**src/rtl/id_scoreboard_pkg.sv**
```systemverilog
// Shared pipeline definitions: register-file geometry and the reasons an ID-stage
// instruction can be held back from issue.
package pipeline_pkg;

    localparam int NREG      = 32;
    localparam int REG_IDX_W = 5;

    typedef logic [REG_IDX_W-1:0] reg_idx_t;

    typedef enum logic [1:0] {
        NONE,
        RAW,
        LOAD_USE,
        SB_FULL
    } stall_reason_e;

endpackage

```
**src/rtl/id_scoreboard_if.sv**
```systemverilog
// IF/ID/EX/WB handshake and status bundle seen by the ID-stage scoreboard.
// The master side drives the pipeline inputs; the slave side is the scoreboard.
interface id_scoreboard_if #(
    parameter int STAT_W = 16
);
    import pipeline_pkg::*;

    logic              fs_to_ds_valid;
    logic              ds_allowin;
    reg_idx_t          ds_rs1;
    reg_idx_t          ds_rs2;
    logic              ds_rs1_use;
    logic              ds_rs2_use;
    reg_idx_t          ds_rd;
    logic              ds_we;
    logic              ds_is_load;
    logic              es_allowin;
    logic              ds_to_es_valid;
    logic              br_flush;
    logic              wb_we;
    reg_idx_t          wb_rd;
    logic              ds_valid;
    logic              ds_stall;
    logic [STAT_W-1:0] stall_cycles;
    logic              sb_err;

    modport master (
        output fs_to_ds_valid, ds_rs1, ds_rs2, ds_rs1_use, ds_rs2_use,
               ds_rd, ds_we, ds_is_load, es_allowin, br_flush, wb_we, wb_rd,
        input  ds_allowin, ds_to_es_valid, ds_valid, ds_stall, stall_cycles, sb_err
    );

    modport slave (
        input  fs_to_ds_valid, ds_rs1, ds_rs2, ds_rs1_use, ds_rs2_use,
               ds_rd, ds_we, ds_is_load, es_allowin, br_flush, wb_we, wb_rd,
        output ds_allowin, ds_to_es_valid, ds_valid, ds_stall, stall_cycles, sb_err
    );

endinterface

```
**src/rtl/id_scoreboard_counter.sv**
```systemverilog
// One register's pending-write counter: counts issued-but-unretired writers,
// holds at full/zero, and flags a retire that finds nothing outstanding.
module sb_counter #(
    parameter int CNT_W = 2
) (
    input  logic             clk,
    input  logic             rst_n,
    input  logic             inc,
    input  logic             dec,
    output logic [CNT_W-1:0] cnt,
    output logic             full,
    output logic             zero,
    output logic             underflow
);

    localparam logic [CNT_W-1:0] CNT_MAX = '1;

    assign full      = (cnt == CNT_MAX);
    assign zero      = (cnt == '0);
    assign underflow = dec & ~inc & zero;

    // A simultaneous issue and retire cancel out, so only one-sided events move the count.
    always_ff @(posedge clk or negedge rst_n) begin
        if (!rst_n) begin
            cnt <= '0;
        end else if (inc & ~dec & ~full) begin
            cnt <= cnt + 1'b1;
        end else if (dec & ~inc & ~zero) begin
            cnt <= cnt - 1'b1;
        end
    end

endmodule

```
**src/rtl/id_scoreboard.sv**
```systemverilog
// ID-stage issue control with a per-register pending-write scoreboard.
// Define SB_BYPASS_EN when EX forwards results: only load-use hazards stall operands.
module id_scoreboard #(
    parameter int NREG   = pipeline_pkg::NREG,
    parameter int CNT_W  = 2,
    parameter int STAT_W = 16
) (
    input  logic           clk,
    input  logic           rst_n,
    id_scoreboard_if.slave sb
);
    import pipeline_pkg::*;

    logic                       ds_valid_q;
    logic [STAT_W-1:0]          stall_cycles_q;
    logic                       sb_err_q;
    logic                       ds_ready_go;
    logic                       issue;
    logic                       rs1_live;
    logic                       rs2_live;
    logic                       src_hazard;
    logic                       sb_full;
    stall_reason_e              stall_reason;

    logic [NREG-1:0]            full_v;
    logic [NREG-1:0]            zero_v;
    logic [NREG-1:0]            underflow_v;
    logic [NREG-1:0][CNT_W-1:0] cnt_v;

    // x0 is never tracked, so its slot is tied to an always-empty counter.
    assign full_v[0]      = 1'b0;
    assign zero_v[0]      = 1'b1;
    assign underflow_v[0] = 1'b0;
    assign cnt_v[0]       = '0;

    for (genvar i = 1; i < NREG; i++) begin : g_cnt
        logic inc;
        logic dec;

        assign inc = issue & sb.ds_we & (sb.ds_rd == reg_idx_t'(i));
        assign dec = sb.wb_we & (sb.wb_rd == reg_idx_t'(i));

        sb_counter #(
            .CNT_W(CNT_W)
        ) u_cnt (
            .clk      (clk),
            .rst_n    (rst_n),
            .inc      (inc),
            .dec      (dec),
            .cnt      (cnt_v[i]),
            .full     (full_v[i]),
            .zero     (zero_v[i]),
            .underflow(underflow_v[i])
        );
    end

    assign rs1_live = sb.ds_rs1_use & (sb.ds_rs1 != '0);
    assign rs2_live = sb.ds_rs2_use & (sb.ds_rs2 != '0);
    assign sb_full  = sb.ds_we & (sb.ds_rd != '0) & full_v[sb.ds_rd];

`ifdef SB_BYPASS_EN
    localparam stall_reason_e SRC_REASON = LOAD_USE;

    logic     load_in_ex;
    reg_idx_t load_rd;

    assign src_hazard = load_in_ex & ((rs1_live & (load_rd == sb.ds_rs1)) |
                                      (rs2_live & (load_rd == sb.ds_rs2)));
`else
    localparam stall_reason_e SRC_REASON = RAW;

    assign src_hazard = (rs1_live & ~zero_v[sb.ds_rs1]) |
                        (rs2_live & ~zero_v[sb.ds_rs2]);
`endif

    // Operand hazards take precedence when naming why the slot is held.
    always_comb begin
        stall_reason = NONE;
        if (src_hazard) begin
            stall_reason = SRC_REASON;
        end else if (sb_full) begin
            stall_reason = SB_FULL;
        end
    end

    assign ds_ready_go       = (stall_reason == NONE);
    assign issue             = ds_valid_q & ds_ready_go & sb.es_allowin;
    assign sb.ds_valid       = ds_valid_q;
    assign sb.ds_allowin     = ~ds_valid_q | (ds_ready_go & sb.es_allowin);
    assign sb.ds_to_es_valid = ds_valid_q & ds_ready_go;
    assign sb.ds_stall       = ds_valid_q & ~(ds_ready_go & sb.es_allowin);
    assign sb.stall_cycles   = stall_cycles_q;
    assign sb.sb_err         = sb_err_q;

    always_ff @(posedge clk or negedge rst_n) begin
        if (!rst_n) begin
            ds_valid_q     <= 1'b0;
            stall_cycles_q <= '0;
            sb_err_q       <= 1'b0;
        end else begin
            if (sb.ds_allowin) begin
                ds_valid_q <= sb.fs_to_ds_valid & ~sb.br_flush;
            end
            if (sb.ds_stall && (stall_cycles_q != '1)) begin
                stall_cycles_q <= stall_cycles_q + 1'b1;
            end
            sb_err_q <= sb_err_q | (|underflow_v);
        end
    end

`ifdef SB_BYPASS_EN
    // A load's result is unavailable for exactly the one cycle it spends in EX.
    always_ff @(posedge clk or negedge rst_n) begin
        if (!rst_n) begin
            load_in_ex <= 1'b0;
            load_rd    <= '0;
        end else if (issue & sb.ds_is_load & sb.ds_we & (sb.ds_rd != '0)) begin
            load_in_ex <= 1'b1;
            load_rd    <= sb.ds_rd;
        end else if (sb.es_allowin) begin
            load_in_ex <= 1'b0;
            load_rd    <= '0;
        end
    end

    logic unused_sb;
    assign unused_sb = ^{cnt_v, zero_v};
`else
    logic unused_sb;
    assign unused_sb = ^{cnt_v, sb.ds_is_load};
`endif

endmodule

```
**src/flat_wrapper.sv**
```systemverilog
// flat-port wrapper written by rule: the top's interface ports become plain ports
module id_scoreboard_flat import pipeline_pkg::*;
#(
    parameter int NREG   = pipeline_pkg::NREG,
    parameter int CNT_W  = 2,
    parameter int STAT_W = 16
)
  (clk, rst_n, sb_fs_to_ds_valid, sb_ds_rs1, sb_ds_rs2, sb_ds_rs1_use, sb_ds_rs2_use, sb_ds_rd, sb_ds_we, sb_ds_is_load, sb_es_allowin, sb_br_flush, sb_wb_we, sb_wb_rd, sb_ds_allowin, sb_ds_to_es_valid, sb_ds_valid, sb_ds_stall, sb_stall_cycles, sb_sb_err);
  id_scoreboard_if #(.STAT_W(STAT_W)) sb_i ();
  input  logic clk;
  input  logic rst_n;
  input wire logic [$bits(sb_i.fs_to_ds_valid)-1:0] sb_fs_to_ds_valid;
  input wire logic [$bits(sb_i.ds_rs1)-1:0] sb_ds_rs1;
  input wire logic [$bits(sb_i.ds_rs2)-1:0] sb_ds_rs2;
  input wire logic [$bits(sb_i.ds_rs1_use)-1:0] sb_ds_rs1_use;
  input wire logic [$bits(sb_i.ds_rs2_use)-1:0] sb_ds_rs2_use;
  input wire logic [$bits(sb_i.ds_rd)-1:0] sb_ds_rd;
  input wire logic [$bits(sb_i.ds_we)-1:0] sb_ds_we;
  input wire logic [$bits(sb_i.ds_is_load)-1:0] sb_ds_is_load;
  input wire logic [$bits(sb_i.es_allowin)-1:0] sb_es_allowin;
  input wire logic [$bits(sb_i.br_flush)-1:0] sb_br_flush;
  input wire logic [$bits(sb_i.wb_we)-1:0] sb_wb_we;
  input wire logic [$bits(sb_i.wb_rd)-1:0] sb_wb_rd;
  output wire logic [$bits(sb_i.ds_allowin)-1:0] sb_ds_allowin;
  output wire logic [$bits(sb_i.ds_to_es_valid)-1:0] sb_ds_to_es_valid;
  output wire logic [$bits(sb_i.ds_valid)-1:0] sb_ds_valid;
  output wire logic [$bits(sb_i.ds_stall)-1:0] sb_ds_stall;
  output wire logic [$bits(sb_i.stall_cycles)-1:0] sb_stall_cycles;
  output wire logic [$bits(sb_i.sb_err)-1:0] sb_sb_err;
  assign sb_i.fs_to_ds_valid = sb_fs_to_ds_valid;
  assign sb_i.ds_rs1 = sb_ds_rs1;
  assign sb_i.ds_rs2 = sb_ds_rs2;
  assign sb_i.ds_rs1_use = sb_ds_rs1_use;
  assign sb_i.ds_rs2_use = sb_ds_rs2_use;
  assign sb_i.ds_rd = sb_ds_rd;
  assign sb_i.ds_we = sb_ds_we;
  assign sb_i.ds_is_load = sb_ds_is_load;
  assign sb_i.es_allowin = sb_es_allowin;
  assign sb_i.br_flush = sb_br_flush;
  assign sb_i.wb_we = sb_wb_we;
  assign sb_i.wb_rd = sb_wb_rd;
  assign sb_ds_allowin = sb_i.ds_allowin;
  assign sb_ds_to_es_valid = sb_i.ds_to_es_valid;
  assign sb_ds_valid = sb_i.ds_valid;
  assign sb_ds_stall = sb_i.ds_stall;
  assign sb_stall_cycles = sb_i.stall_cycles;
  assign sb_sb_err = sb_i.sb_err;
  id_scoreboard #(.NREG(NREG), .CNT_W(CNT_W), .STAT_W(STAT_W)) u_core (.clk(clk), .rst_n(rst_n), .sb(sb_i));
endmodule
```
**config.mk**
```make
export PLATFORM = sky130hd
export DESIGN_NAME = id_scoreboard_flat
export DESIGN_NICKNAME = d
export VERILOG_FILES = /design/src/rtl/id_scoreboard_pkg.sv /design/src/rtl/id_scoreboard_if.sv /design/src/rtl/id_scoreboard_counter.sv /design/src/rtl/id_scoreboard.sv /design/src/flat_wrapper.sv
export SDC_FILE = /design/constraint.sdc
export NUM_CORES = 1
export LEC_CHECK = 0
export ABC_AREA = 1
export CELL_PAD_IN_SITES_DETAIL_PLACEMENT = 0
export CELL_PAD_IN_SITES_GLOBAL_PLACEMENT = 1
export CORE_UTILIZATION = 42
export CTS_CLUSTER_DIAMETER = 200
export CTS_CLUSTER_SIZE = 16
export DETAILED_ROUTE_END_ITERATION = 16
export PLACE_DENSITY = 0.84
export SYNTH_ARGS = -nofsm -noshare
export SYNTH_HDL_FRONTEND = slang
export SYNTH_SLANG_ARGS = --single-unit
```
**constraint.sdc**
```tcl
create_clock -name clk -period 2.5 [get_ports clk]
set_input_delay 0.5 -clock clk [delete_from_list [all_inputs] [get_ports clk]]
set_output_delay 0.5 -clock clk [all_outputs]
set_load 0.005 [all_outputs]
```
==> results.md, run 1 <==
* Sink Count at 80
* Async SR Flop Fraction at 1.000
* Synth Instances at 961
* Syn nets at 992
* Proportion of layout cells with a drive suffix above 1 at 0.3232
* Most frequent cells after synthesis: 256 x nand2_1, 138 x inv_1, 126 x nor2_1
* Complex-gate fraction of the synthesized area at 0.07864
* Main combinational cell family by area after synthesis: simple AND/OR/NAND/NOR gates
* Yosys top cell area share at 0.3277
* Via/cell ratio at 5.094
* Fill cells at 1245
* N_diodes at 0
* Setup crit end kind: register
* Xor and xnor area share after synthesis at 0.06451
* Remaining Overflow, GRT at 0
* Final Max Tran Viols at 0
* Core footprint at 14040 µm²
* RSZ-0062 raised after global routing: true
* Post-DP HPWL at 16350 µm
* Worst slew pin tran at 0.4080 ns
* Most frequent cell after synthesis: nand2_1
* DIE HEIGHT at 122.6 µm
* Crit path max fanout at 8
* Final Hold Fails at 0
* Io pins at 51
* Clk_lat worst skew at 0.35 ns
* Largest net degree at the start of global routing at 52
* P per Cell Area at 610.8 nW/µm²
* DR top layer: met4
* Status: finished, violations left
* Area after DPL at 8386 µm²
* Horiz. Die Dim at 122.6 µm
* Failing checks: negative setup slack
* EDFF count, synth at 0
* WL final at 21630 µm
* CTS tree: done
* Die area at 15030 µm²
* Post-synthesis mux area share at 0
* Cell area after layout at 9453 µm²
* CTS clk-pin slew, worst paths at 0.07 ns
* WL met3 at 1201 µm
* Worst Path Required at 2.77 ns
* Htree depth at 3
* Initial Util at 0.4351
* Top cells by area, synth: dfrtp_1 33%, nand2_1 16%, nand3_1 9.4%
* Clock root cell: clkbuf_16
* F_max at 0.3792 GHz
* WL met1 at 9510 µm
* Mapped Avg Cell Area at 6.358 µm²
* Wire length on met2 at 10210 µm
* Fin crit share at 1.055
* Worst setup SP type: register
* GRT Util Overall at 0.2970
* Max-Cap Viols at 0
* Area grow syn2layout at 54.72%
* Crit Path Category: register to register
* Router iterations before antenna repair at 5
* Hold_buf cts at 0
* Maximum root-to-sink buffer count at 2
* Initial antenna violation count at 0
* Largest area contributor in the netlist: dfrtp_1
* Worst EP arrival at 2.91 ns
* Post-DRT Antenna Nets at 0
* VDD IR max at 0.0003308 V
* Minimum clock period after layout at 2.637 ns
* Seq/Total Area, Yosys at 0.3277
* Port Buffer Count at 49
* RD Place Congestion at 0.9786
* Ys Warns at 0
* Pleak at 4.772 nW
* Synth Area in Simple Gates at 0.4112
* Vias in the first global route at 6756
* Top_reg_cell synth: dfrtp_1
* Routed len/inst at 15.19 µm
* DRT iter0 DRCs at 454
* Adder-cell share of the synthesized area at 0.008601
* Num CTS Buffers at 9
* Post-route DRC at 0
* Mapped cell area at 6110 µm²
* Pwr Total at 0.005774 W
* Cell Rows at 43
* Setup ws final at -0.1368 ns
* Final net count at 1270
* Library cells used by synthesis at 34
* Rel. slew slack at 0.7259
* First-pass GRT wire length at 33770 µm
* Via Count at 7254
* Final setup vio count at 13
* Skew final at 0.008981 ns
* Yosys reg bits at 80
* R2r setup slk at -0.14 ns
* Worst hold path class: input pin to async pin
-- stage by stage --
| step | hold WS (ns) | utilization | setup WS, ns | TNS, ns | instances |
|---|---|---|---|---|---|
| 2_1_floorplan | 0.2044 | - | 0.07230 | 0 | 961 |
| 3_5_place_dp | 0.4559 | 0.5972 | -0.9698 | -55.89 | 1381 |
| 3_3_place_gp | 0.4513 | 0.5972 | -0.9540 | -54.33 | 1381 |
| 6_report | 0.06607 | 0.6732 | -0.1368 | -0.6602 | 1424 |
| 5_1_grt | 0.1047 | 0.6732 | -0.2867 | -5.856 | 1424 |
| 4_1_cts | 0.07975 | 0.6427 | -0.1088 | -0.7666 | 1408 |
-- per-layer routing --
layer | GRT usage | vias to the layer above
li1 | - | 3634
met1 | 0.3936 | 3349
met2 | 0.4824 | 223
met3 | 0.04229 | 48
met4 | 0.1242 | 0
met5 | 0 | -
-- repair_timing --
action	in CTS	in global routing
setup endpoints to repair	82	82
gates resized for setup	134	123
pin swaps	60	57
cloned	3	1
buffers inserted	13	19
-- path summary, 6_finish.rpt --
| path | start | end | depth (start not counted) |
|---|---|---|---|
| min in group clk | u_core.g_cnt[31].u_cnt.cnt[1]$_DFFE_PN0P_ | u_core.g_cnt[31].u_cnt.cnt[1]$_DFFE_PN0P_ | 2 |
| setup reg to reg | u_core.g_cnt[28].u_cnt.cnt[1]$_DFFE_PN0P_ | u_core.g_cnt[12].u_cnt.cnt[0]$_DFFE_PN0P_ | 20 |
| hold reg to reg | u_core.g_cnt[31].u_cnt.cnt[1]$_DFFE_PN0P_ | u_core.g_cnt[31].u_cnt.cnt[1]$_DFFE_PN0P_ | 2 |
| hold / removal | rst_n | u_core.sb.stall_cycles[11]$_DFFE_PN0P_ | 1 |
| max in group asynchronous | rst_n | u_core.g_cnt[8].u_cnt.cnt[1]$_DFFE_PN0P_ | 2 |
| setup / recovery | u_core.g_cnt[28].u_cnt.cnt[1]$_DFFE_PN0P_ | u_core.g_cnt[12].u_cnt.cnt[0]$_DFFE_PN0P_ | 20 |
-- cells in the final DEF (no fill, tap or decap), types with 23 or more instances in the layout --
cell type and instances:
buf_4 218, clkdlybuf4s50_1 35, dfrtp_1 80, inv_1 122, nand2_1 224, nand2_2 26
nand3_1 102, nand4_1 39, nor2_1 101, o21ai_1 25, o21ai_2 23, xor2_1 39
-- power breakdown --
part / internal (W) / switching (W) / total [W]
Combinational: 0.00131 / 0.00135 / 0.00267
Sequential: 0.00154 / 0.000200 / 0.00174
Clock: 0.000782 / 0.000582 / 0.00136
-- layout make-up --
| class | count | area, µm² | share of cell area |
|---|---|---|---|
| Multi-Input combinational cell | 717 | 3928 | 0.4155 |
| Timing Repair Buffer | 292 | 2470 | 0.2613 |
| Sequential cell | 80 | 2002 | 0.2118 |
| Inverter | 139 | 525.5 | 0.05559 |
| Clock buffer | 9 | 225.2 | 0.02383 |
| Tap cell | 180 | 225.2 | 0.02383 |
| Clock inverter | 7 | 77.57 | 0.008206 |
-- cells by family (layout without fill, tap and decap cells) --
| logic type | Yosys count | after routing |
|---|---|---|
| AND/OR/NAND/NOR | 579 | 579 |
| buffers and inverters | 164 | 447 |
| XOR/XNOR | 45 | 45 |
| AO/OA/AOI/OAI | 88 | 88 |
| flip-flops | 80 | 80 |
| adder cells (fa/ha/maj) | 5 | 5 |
-- worst max-delay path: stages (launching register included) --
cell	delay, ns
dfrtp_1	0.40
buf_4	0.15
nor2_4	0.12
nand2_1	0.06
nand2_1	0.06
nand2_1	0.04
nand3_1	0.06
nand2_1	0.05
nand2_1	0.07
nand3_2	0.09
nand3_2	0.10
nand2_2	0.08
nor2_4	0.12
buf_6	0.16
buf_12	0.13
buf_4	0.10
nand4_1	0.14
buf_4	0.19
or2_4	0.23
nand2_2	0.06
xor2_1	0.14
-- state kept, by name, summed over array words and instances, names as in the netlist --
name,count
u_core.g_cnt.u_cnt.cnt,62
u_core.sb.ds_valid,1
u_core.sb.sb_err,1
u_core.sb.stall_cycles,16
Power figures use the tool's default switching activity.
==> run 2: changes to the inputs <==
--- a/config.mk
+++ b/config.mk
@@ -6,6 +6,7 @@
 export NUM_CORES = 1
 export LEC_CHECK = 0
 export ABC_AREA = 1
+export CAP_MARGIN = 40
 export CELL_PAD_IN_SITES_DETAIL_PLACEMENT = 0
 export CELL_PAD_IN_SITES_GLOBAL_PLACEMENT = 1
 export CORE_UTILIZATION = 42
==> results of run 2 <==
The final DEF is identical to that of run 1; final timing and power are the same.
==> run 3: changes to the inputs <==
--- a/config.mk
+++ b/config.mk
@@ -9,11 +9,11 @@
 export CAP_MARGIN = 40
 export CELL_PAD_IN_SITES_DETAIL_PLACEMENT = 0
 export CELL_PAD_IN_SITES_GLOBAL_PLACEMENT = 1
-export CORE_UTILIZATION = 42
+export CORE_UTILIZATION = 38
 export CTS_CLUSTER_DIAMETER = 200
 export CTS_CLUSTER_SIZE = 16
 export DETAILED_ROUTE_END_ITERATION = 16
-export PLACE_DENSITY = 0.84
+export PLACE_DENSITY = 0.81
 export SYNTH_ARGS = -nofsm -noshare
 export SYNTH_HDL_FRONTEND = slang
 export SYNTH_SLANG_ARGS = --single-unit
==> constraint.sdc (replaced) <==
create_clock -name clk -period 2.1 [get_ports clk]
set_input_delay 0.42 -clock clk [delete_from_list [all_inputs] [get_ports clk]]
set_output_delay 0.42 -clock clk [all_outputs]
set_load 0.005 [all_outputs]
==> results.md, run 3 (synthesis results as in run 1) <==
* Failing checks: negative setup slack
* Final setup vio count at 82 (+69)
* Clock root cell: clkbuf_16
* Via Count at 7431 (+2.4%)
* DRT iter0 DRCs at 591 (+30%)
* F_max at 0.3682 GHz (-2.9%)
* Worst slew pin tran at 0.4998 ns (+0.09179 ns)
* Area grow syn2layout at 60.68%
* WL final at 22830 µm (+5.5%)
* Max-Cap Viols at 0 (unchanged)
* P per Cell Area at 706.3 nW/µm² (+16%)
* Worst Path Required at 2.34 ns (-0.43 ns)
* Crit Path Category: register to register
* Final Hold Fails at 0 (unchanged)
* Num CTS Buffers at 9 (unchanged)
* Remaining Overflow, GRT at 0 (unchanged)
* Worst setup SP type: register
* Max FFs per register at 62 (unchanged)
* Fill cells at 1424 (+14%)
* Setup Slack @ Placement at -1.202 ns (-0.2317 ns)
* Skew final at 0.007038 ns (-0.001944 ns)
* RSZ-0062 raised after global routing: true
* GRT Util Overall at 0.2799 (-0.01710)
* N_diodes at 0 (unchanged)
* First-pass GRT wire length at 35090 µm (+3.9%)
* Die area at 16590 µm² (+10%)
* Post-DRT Antenna Nets at 0 (unchanged)
* Router iterations before antenna repair at 5 (unchanged)
* Setup ws final at -0.6157 ns (-0.4788 ns)
* Final Max Tran Viols at 0 (unchanged)
* Final net count at 1279 (+0.71%)
* Io pins at 51 (unchanged)
* Vias in the first global route at 6919 (+2.4%)
* Minimum clock period after layout at 2.716 ns (+0.07882 ns)
* Port Buffer Count at 49 (unchanged)
* Horiz. Die Dim at 128.8 µm (+5.0%)
* Worst hold path class: register to register
* Pleak at 4.834 nW (+1.3%)
* Most frequent cells in the layout: 212 x nand2_1, 212 x buf_4, 114 x inv_1
* DIE HEIGHT at 128.8 µm (+5.0%)
* Htree depth at 3 (unchanged)
* Via/cell ratio at 5.076 (-0.36%)
* Clk_lat worst skew at 0.36 ns (about the same)
* Maximum root-to-sink buffer count at 2 (unchanged)
* Largest net degree at the start of global routing at 35 (-33%)
* Status: finished, violations left
* Post-route DRC at 0 (unchanged)
* VDD IR max at 0.0004116 V (+24%)
* Crit path max fanout at 6 (-2)
* Core footprint at 15430 µm² (+9.9%)
* Initial Util at 0.3960 (-0.03906)
* Routed len/inst at 15.59 µm (+2.6%)
* Largest register by flop count: u_core.g_cnt.u_cnt.cnt
* Setup crit end kind: register
* Hold slack at 0.4855 ns (+0.4194 ns)
* Initial antenna violation count at 0 (unchanged)
* Post-DP HPWL at 16910 µm (+3.4%)
* Fin crit share at 1.293 (+0.2384)
* Rel. slew slack at 0.6656 (-0.06033)
* Worst EP arrival at 2.95 ns (+0.04 ns)
* CTS clk-pin slew, worst paths at 0.07 ns (about the same)
* CTS tree: done
* Sink Count at 80 (unchanged)
* Proportion of layout cells with a drive suffix above 1 at 0.3631 (+0.03998)
* RD Place Congestion at 0.9563 (-2.3%)
* Cell Rows at 45 (+4.7%)
==> run 3: power breakdown <==
part           leakage [nW]  internal (W)  switching (W)
sequential             1.06       0.00184       0.000250
combinational          3.63       0.00161        0.00166
clock                 0.140      0.000827       0.000752
==> run 3: routing by layer <==
layer,vias to the layer above,share of wire,global-route usage
met3,56,0.073,0.04158
met2,263,0.47,0.4588
li1,3665,-,-
met1,3447,0.43,0.3728
met4,0,0.028,0.1059
met5,-,0,0
==> run 3: layout make-up <==
type                       instances  area (µm²)  share of cell area
multi-input combinational        717        4105              0.4182
timing repair buffer             301        2625              0.2674
sequential                        80        2003              0.2041
inverter                         139       533.0             0.05430
tap                              211       264.0             0.02689
clock buffer                       9       225.2             0.02294
clock inverter                     7       61.31            0.006245
==> run 3: timing repair <==
action / 4_1_cts / 5_1_grt
setup endpoints to repair: 83 / 82
pin swaps: 46 / 74
cloned: 3 / 1
hold buffers: 1 / 0
endpoints found under the hold margin: 23 / 0
gates resized for setup: 185 / 112
buffers inserted: 20 / 20
==> run 3: path summary, 6_finish.rpt <==
| check | start | endpoint | slack, ns | cells past startpoint |
|---|---|---|---|---|
| setup / recovery | u_core.g_cnt[21].u_cnt.cnt[1]$_DFFE_PN0P_ | u_core.sb.sb_err$_DFF_PN0_ | -0.62 | 21 |
| hold / removal | u_core.g_cnt[24].u_cnt.cnt[1]$_DFFE_PN0P_ | u_core.g_cnt[24].u_cnt.cnt[1]$_DFFE_PN0P_ | 0.49 | 2 |
| setup reg to reg | u_core.g_cnt[21].u_cnt.cnt[1]$_DFFE_PN0P_ | u_core.sb.sb_err$_DFF_PN0_ | -0.62 | 21 |
| hold reg to reg | u_core.g_cnt[24].u_cnt.cnt[1]$_DFFE_PN0P_ | u_core.g_cnt[24].u_cnt.cnt[1]$_DFFE_PN0P_ | 0.49 | 2 |
| max in group asynchronous | rst_n | u_core.g_cnt[21].u_cnt.cnt[1]$_DFFE_PN0P_ | 0.95 | 3 |
| min in group asynchronous | rst_n | u_core.sb.stall_cycles[4]$_DFFE_PN0P_ | 0.51 | 2 |
==> run 3: critical path: stages (launching register included) <==
cell and delay, ns:
dfrtp_2 0.44, nor2_4 0.17, inv_2 0.04, nand2_1 0.06, nand3_2 0.08, nand3_2 0.07
nand2_1 0.05, nand2_1 0.05, nand3_1 0.08, nand3_2 0.14, nand2_2 0.09, nor2_4 0.12
buf_6 0.14, buf_12 0.12, buf_12 0.12, nand4_1 0.18, nand3b_1 0.19, nand2_1 0.06
nor2_1 0.13, nand2_1 0.09, nor2_1 0.11, nand2_1 0.07
==> run 3: metrics by stage <==
step | instance area, µm² | total power (W) | TNS, ns | std cells | utilization
after floorplan | 6248 | 0.003228 | -0.1430 | 961 | -
after global placement | 8442 | 0.004765 | -78.90 | 1406 | 0.5472
after detailed placement | 8442 | 0.004787 | -80.71 | 1406 | 0.5472
after CTS | 9295 | 0.006667 | -21.99 | 1446 | 0.6025
after global routing | 9817 | 0.007338 | -39.32 | 1464 | 0.6363
final | 9817 | 0.006933 | -28.61 | 1464 | 0.6363
